--- config.mk ---
export PLATFORM = sky130hd
export DESIGN_NAME = sparse_mult_by_e
export DESIGN_NICKNAME = d
export VERILOG_FILES = /design/src/rtl/sparse_mult_by_e.sv
export SDC_FILE = /design/constraint.sdc
export NUM_CORES = 1
export LEC_CHECK = 0
export ABC_AREA = 1
export BUFFER_PORTS_ARGS = -buffer_cell sky130_fd_sc_hd__buf_2
export CORE_MARGIN = 5
export CORE_UTILIZATION = 30
export DETAILED_ROUTE_END_ITERATION = 10
export SETUP_SLACK_MARGIN = 0.4
export SLEW_MARGIN = 20
export SYNTH_ARGS = -nofsm -noshare
export SYNTH_HDL_FRONTEND = slang
export SYNTH_SLANG_ARGS = --single-unit
--- constraint.sdc ---
create_clock -name i_clock -period 2.5 [get_ports i_clock]
set_clock_uncertainty 0.15 [all_clocks]
set_input_delay 0.375 -clock i_clock [delete_from_list [all_inputs] [get_ports i_clock]]
set_output_delay 0.375 -clock i_clock [all_outputs]
set_load 0.02 [all_outputs]
--- src/rtl/sparse_mult_by_e.sv ---
// Streaming GF(2) product of a 1xINPUT_LEN constant row E with a word stream.
// One result word per INPUT_LEN accepted input words, valid/ready on both sides.
module sparse_mult_by_e #(
  parameter int unsigned WIDTH = 96,
  parameter int unsigned INPUT_LEN = 11,
  parameter logic [INPUT_LEN-1:0] E_MASK = 11'b100_0000_0000
) (
  input  logic             i_clock,
  input  logic             i_reset,
  input  logic [WIDTH-1:0] i_input_data,
  input  logic             i_input_valid,
  output logic             o_input_ready,
  output logic [WIDTH-1:0] o_output_data,
  output logic             o_output_valid,
  input  logic             i_output_ready
);

  localparam int unsigned CW =
    (INPUT_LEN > 1) ? $clog2(INPUT_LEN) : 1;
  localparam logic [CW-1:0] LAST = CW'(INPUT_LEN - 1);

  logic [CW-1:0]    cnt_q, cnt_d;
  logic [WIDTH-1:0] acc_q, acc_d;
  logic [WIDTH-1:0] data_q, data_d;
  logic             vld_q, vld_d;

  logic             accept;
  logic [WIDTH-1:0] masked;

  // Ready only falls when a result is stuck downstream.
  assign o_input_ready = !i_reset && (!vld_q || i_output_ready);
  assign accept = i_input_valid && o_input_ready;
  assign masked = E_MASK[cnt_q] ? i_input_data : '0;

  always_comb begin
    cnt_d  = cnt_q;
    acc_d  = acc_q;
    data_d = data_q;
    vld_d  = vld_q;
    if (vld_q && i_output_ready) begin
      vld_d = 1'b0;
    end
    if (accept) begin
      if (cnt_q == LAST) begin
        data_d = acc_q ^ masked;
        vld_d  = 1'b1;
        acc_d  = '0;
        cnt_d  = '0;
      end else begin
        acc_d = acc_q ^ masked;
        cnt_d = cnt_q + CW'(1);
      end
    end
  end

  always_ff @(posedge i_clock) begin
    if (i_reset) begin
      cnt_q  <= '0;
      acc_q  <= '0;
      data_q <= '0;
      vld_q  <= 1'b0;
    end else begin
      cnt_q  <= cnt_d;
      acc_q  <= acc_d;
      data_q <= data_d;
      vld_q  <= vld_d;
    end
  end

  assign o_output_data  = data_q;
  assign o_output_valid = vld_q;

endmodule

# Yosys cells after proc, flatten, opt, wreduce, memory -nomap -nowiden

Memories as Yosys holds them, arrays and structs flattened. A register that Yosys moved wholly into a read port is not among the register bits.
Cells that the tools add are included.

Bits in read-only memories: 16
Memories kept: 1
Input port bits: 100
Register bits after elaboration: 197

Memory list:

| name            | words | width | rd ports | clocked after Yosys merged registers in | write ports | RTL line | source |
|---|---|---|---|---|---|---|---|
| (no name shown) | 16    | 1     | 1        | 1                                       | 0           | 33       | `assign masked = E_MASK[cnt_q] ? i_input_data : '0;` |

$add $sub $neg: 1
Magnitude comparators: 1
Multiplexer cells: 9
Reduce and logical (&&, ||, !) cells: 7
Eq/ne operators: 1
Bitwise operators: 1

Operator list:

| kind                                                                  | number |
|---|---|
| 96-bit two-way mux                                                    | 2 |
| 96-bit XOR                                                            | 1 |
| 4-bit two-way mux                                                     | 3 |
| 4-bit by 5-bit < comparator with 1-bit output (second input constant) | 1 |
| 4-bit by 1-bit adder with 4-bit output (second input constant)        | 1 |
| 4-bit == test (second input constant)                                 | 1 |
| 1-bit two-way mux                                                     | 4 |
| 1-bit logical AND                                                     | 3 |
| 1-bit logical NOT                                                     | 2 |
| 2-bit AND reduction                                                   | 1 |
| 1-bit logical OR                                                      | 1 |

# Logic depth before layout (Yosys ltp)

Depth after elaboration: 6
Depth in mapped cells: 9
Gate-level depth less buffers: 8

# Least setup slack after synthesis

No wires, ideal clock.

Path type: input port to flip-flop
Start: input port i_reset
End: register data_q[86], in the netlist o_output_data[86]
Arrival: 1,323 ps
Stages on the path: 9
Library setup time: 116 ps
Setup slack: 911 ps
Required time: 2,234 ps
Path through: buf_6 > inv_4 > nand3_4 > nor2_4 > inv_2 > buf_6 > buf_6 > nor2_1 > nor2_1

Longest elaborated chain between the ends: 4

RTL lines:

| what                                 | RTL line | source |
|---|---|---|
| start, declared                      | 9        | `input logic i_reset,` |
| 1-bit logical NOT                    | 31       | `assign o_input_ready = !i_reset && (!vld_q \|\| i_output_ready);` |
| 1-bit logical AND                    | 31       |  |
| 1-bit logical AND                    | 32       | `assign accept = i_input_valid && o_input_ready;` |
| 2-bit AND reduction (no source line) | -        |  |
| end signal, assigned                 | 65       | `data_q <= data_d;` |
| end, declared                        | 24       | `logic [WIDTH-1:0] data_q, data_d;` |

Several ways; a longest one is shown, not always the timed one.
A chain may end at the register's enable or synchronous reset.

# Worst setup path in the final report

Start: input port i_reset
End: output port o_input_ready

Longest elaborated chain between the ends: 2

RTL lines:

| what              | RTL line | source |
|---|---|---|
| 1-bit logical NOT | 31       |  |
| 1-bit logical AND | 31       |  |
| end, declared     | 12       | `output logic o_input_ready,` |

No other way between the ends.

==> qor.csv <==
metric,value,unit
dieWidth,175,microns
row_count,60,
power.share.sequential,50.5,%
viasPerCell,4.53,
crit_slowest_cell,buf_4,
drive_gt1_share,19.8,%
power_frac_clock,45.8,%
antenna_found_initial,1,
synthTopCellsByCount,"nand2_1 (296), nor2_1 (200), dfxtp_1 (198), a21oi_1 (98), xnor2_1 (96)",
synth_most_common_cell,nand2_1,
synth-seq-cells,198,
end_kind,output pin,
cp_num_buf_inv,3,
syn_avg_cell_area,7.55,sq um
grt_max_degree,100,
drc,0,
vias,7176,
leakagePower,4.27,nW
drv_cap,0,
start_util,30.3,%
finish.net_count,1330,
yosysSeqAreaShare,48.8,%
first_pass_iters,5,
grt_pass1_vias,7274,
drtIter0Drc,360,
wl,22000,microns
asyncSetResetFlopFracSynth,0,%
cp.required,1.98,ns
antenna_cells,0,
ir_drop,407,uV
postRouteAntennaNets,0,
netlist_instances,1076,
cts_inserted_buffers,17,
power.total,6.24,mW
fmax,512,MHz
cts_root_buf,clkbuf_16,
die-area,30500,sq um
syn2layout_area_growth,22.4,%
worstPathArrival,1.43,ns
grt-ovfl-total,0,
place_congestion,0.761,
power_density,628,nW/um^2
synth_area_leader_cell,dfxtp_1,
worstPathCellList,buf_4 > buf_4 > a21oi_1 > buf_2,
synth.area.top_cells,"dfxtp_1 (49%), nand2_1 (14%), xnor2_1 (10%)",
numClockSinks,198,
cp_max_fo,64,
synth_edf_count,0,
fin_crit_sh,78.1,%
setup_violations,0,
status,"finished, final reports clean",
switching_share,24.7,%
rsz0062_at_grt,no,
hold_violations,0,
relSlewSlack,48.4,%
port_buffers,197,
synth_ff_type,dfxtp_1,
cts_tree,yes,
clk_pin_slew,0.08,ns
cts.htree.levels,4,
fin_util,37.1,%
cts_max_path_buffers,2,
r2r_slack,0.71,ns
clk-insertion-delay-late,0.42,ns
holdCritPathClass,input pin to register,
crit_top_cell,buf_4,
cts_hold_buf,0,
fin_crit,1.95,ns
power_frac_comb,3.7,%
io_pins,198,
yosysWarnings,0,
grt_first_pass_wirelength,37100,microns
core_area,26800,sq um
die_y,175,microns
p_int,4.70,mW
n_fill_cell,2799,
worstMarginPinSlew,0.774,ns
ys_types,19,
path_delay_family,buffers and inverters,
p_sw,1.54,mW
hpwl,13300,microns
final_max_slew_viol_count,0,
crit_type,input pin to output pin,
wl_per_cell,13.9,microns
synth_top_area_share,48.8,%
track_usage,14.6,%
fin_tns_setup,0,ns
slowest_delay,0.56,ns
syn_nets,1176,
start_kind,input pin,
synth_area,8120,sq um
==> power groups by stage <==
stage | combinational (mW) | sequential [mW] | clock [mW]
3_3_place_gp | 0.236 | 3.23 | 0
3_5_place_dp | 0.233 | 3.23 | 0
2_1_floorplan | 0.106 | 3.23 | 0
4_1_cts | 0.234 | 3.15 | 2.96
6_report | 0.228 | 3.15 | 2.86
5_1_grt | 0.255 | 3.16 | 3.09
==> registers in the layout (all words and copies together) (netlist names), named ones only <==
signal	cells
acc_q	96
o_output_data	96
cnt_q	4
o_output_valid	1
==> worst reg2reg max path, delay by kind of cell (launching register included) <==
kind	cells	cell delay, ns
buffers and inverters	1	0.50
flip-flops	1	0.41
AND/OR/NAND/NOR	5	0.64
==> through the flow <==
| stage | instance area (sq um) | hold slack (ns) | std cells | worst slack, ns |
|---|---|---|---|---|
| after CTS | 9930 | 0.144 | 1584 | 0.471 |
| after global routing | 9940 | 0.176 | 1584 | 0.456 |
| after detailed placement | 9320 | 0.319 | 1552 | 0.209 |
| after global placement | 9320 | 0.314 | 1552 | 0.196 |
| final | 9940 | 0.180 | 1584 | 0.548 |
| after floorplan | 8120 | 0.307 | 1076 | 0.911 |
==> cells in the final DEF, fill, tap and decap left out, drive strengths merged, types with 5 or more instances in the layout <==
cell and instances:
clkinv 5, a21oi 98, o21ai 100, buf 208
dfxtp 198, xnor2 96, inv 16, clkbuf 18
nor2 202, nand2 296
==> cells by family after synthesis <==
kind of cell | share of synthesized area, %
AOI/OAI and AO/OA | 12.2
DFF | 48.8
buffers and inverters | 4.98
xor gates and xnor gates | 10.4
and+or+nand+nor | 23.6
==> layout make-up <==
| type | instances | area, sq um | share of cell area [%] |
|---|---|---|---|
| tap | 341 | 427 | 4.29 |
| clock inverter | 14 | 175 | 1.76 |
| inverter | 9 | 38.8 | 0.390 |
| clock buffer | 18 | 439 | 4.42 |
| multi-input combinational | 796 | 3750 | 37.7 |
| timing repair buffer | 208 | 1140 | 11.5 |
| sequential | 198 | 3970 | 39.9 |
==> worst paths after layout <==
path / start / endpoint / cells after the start
min reg2reg: acc_q[10] / acc_q[10] / 2
min: i_output_ready / o_output_valid / 4
max reg2reg: cnt_q[1] / register / 6
max: i_reset / o_input_ready / 4
==> per-layer routing <==
metal / GRT usage (%) / vias up / wire [microns]
li1: - / 3695 / -
met1: 20.1 / 3288 / 11000
met2: 23.2 / 179 / 9640
met3: 4.00 / 12 / 1270
met4: 2.88 / 2 / 134
met5: 0 / - / 13
==> what timing repair did <==
item / 4_1_cts / 5_1_grt
resized for setup: 1 / 3
endpoints found under the setup margin: 13 / 77
setup buffers: 0 / 0
(Power assumes the default switching activity.)
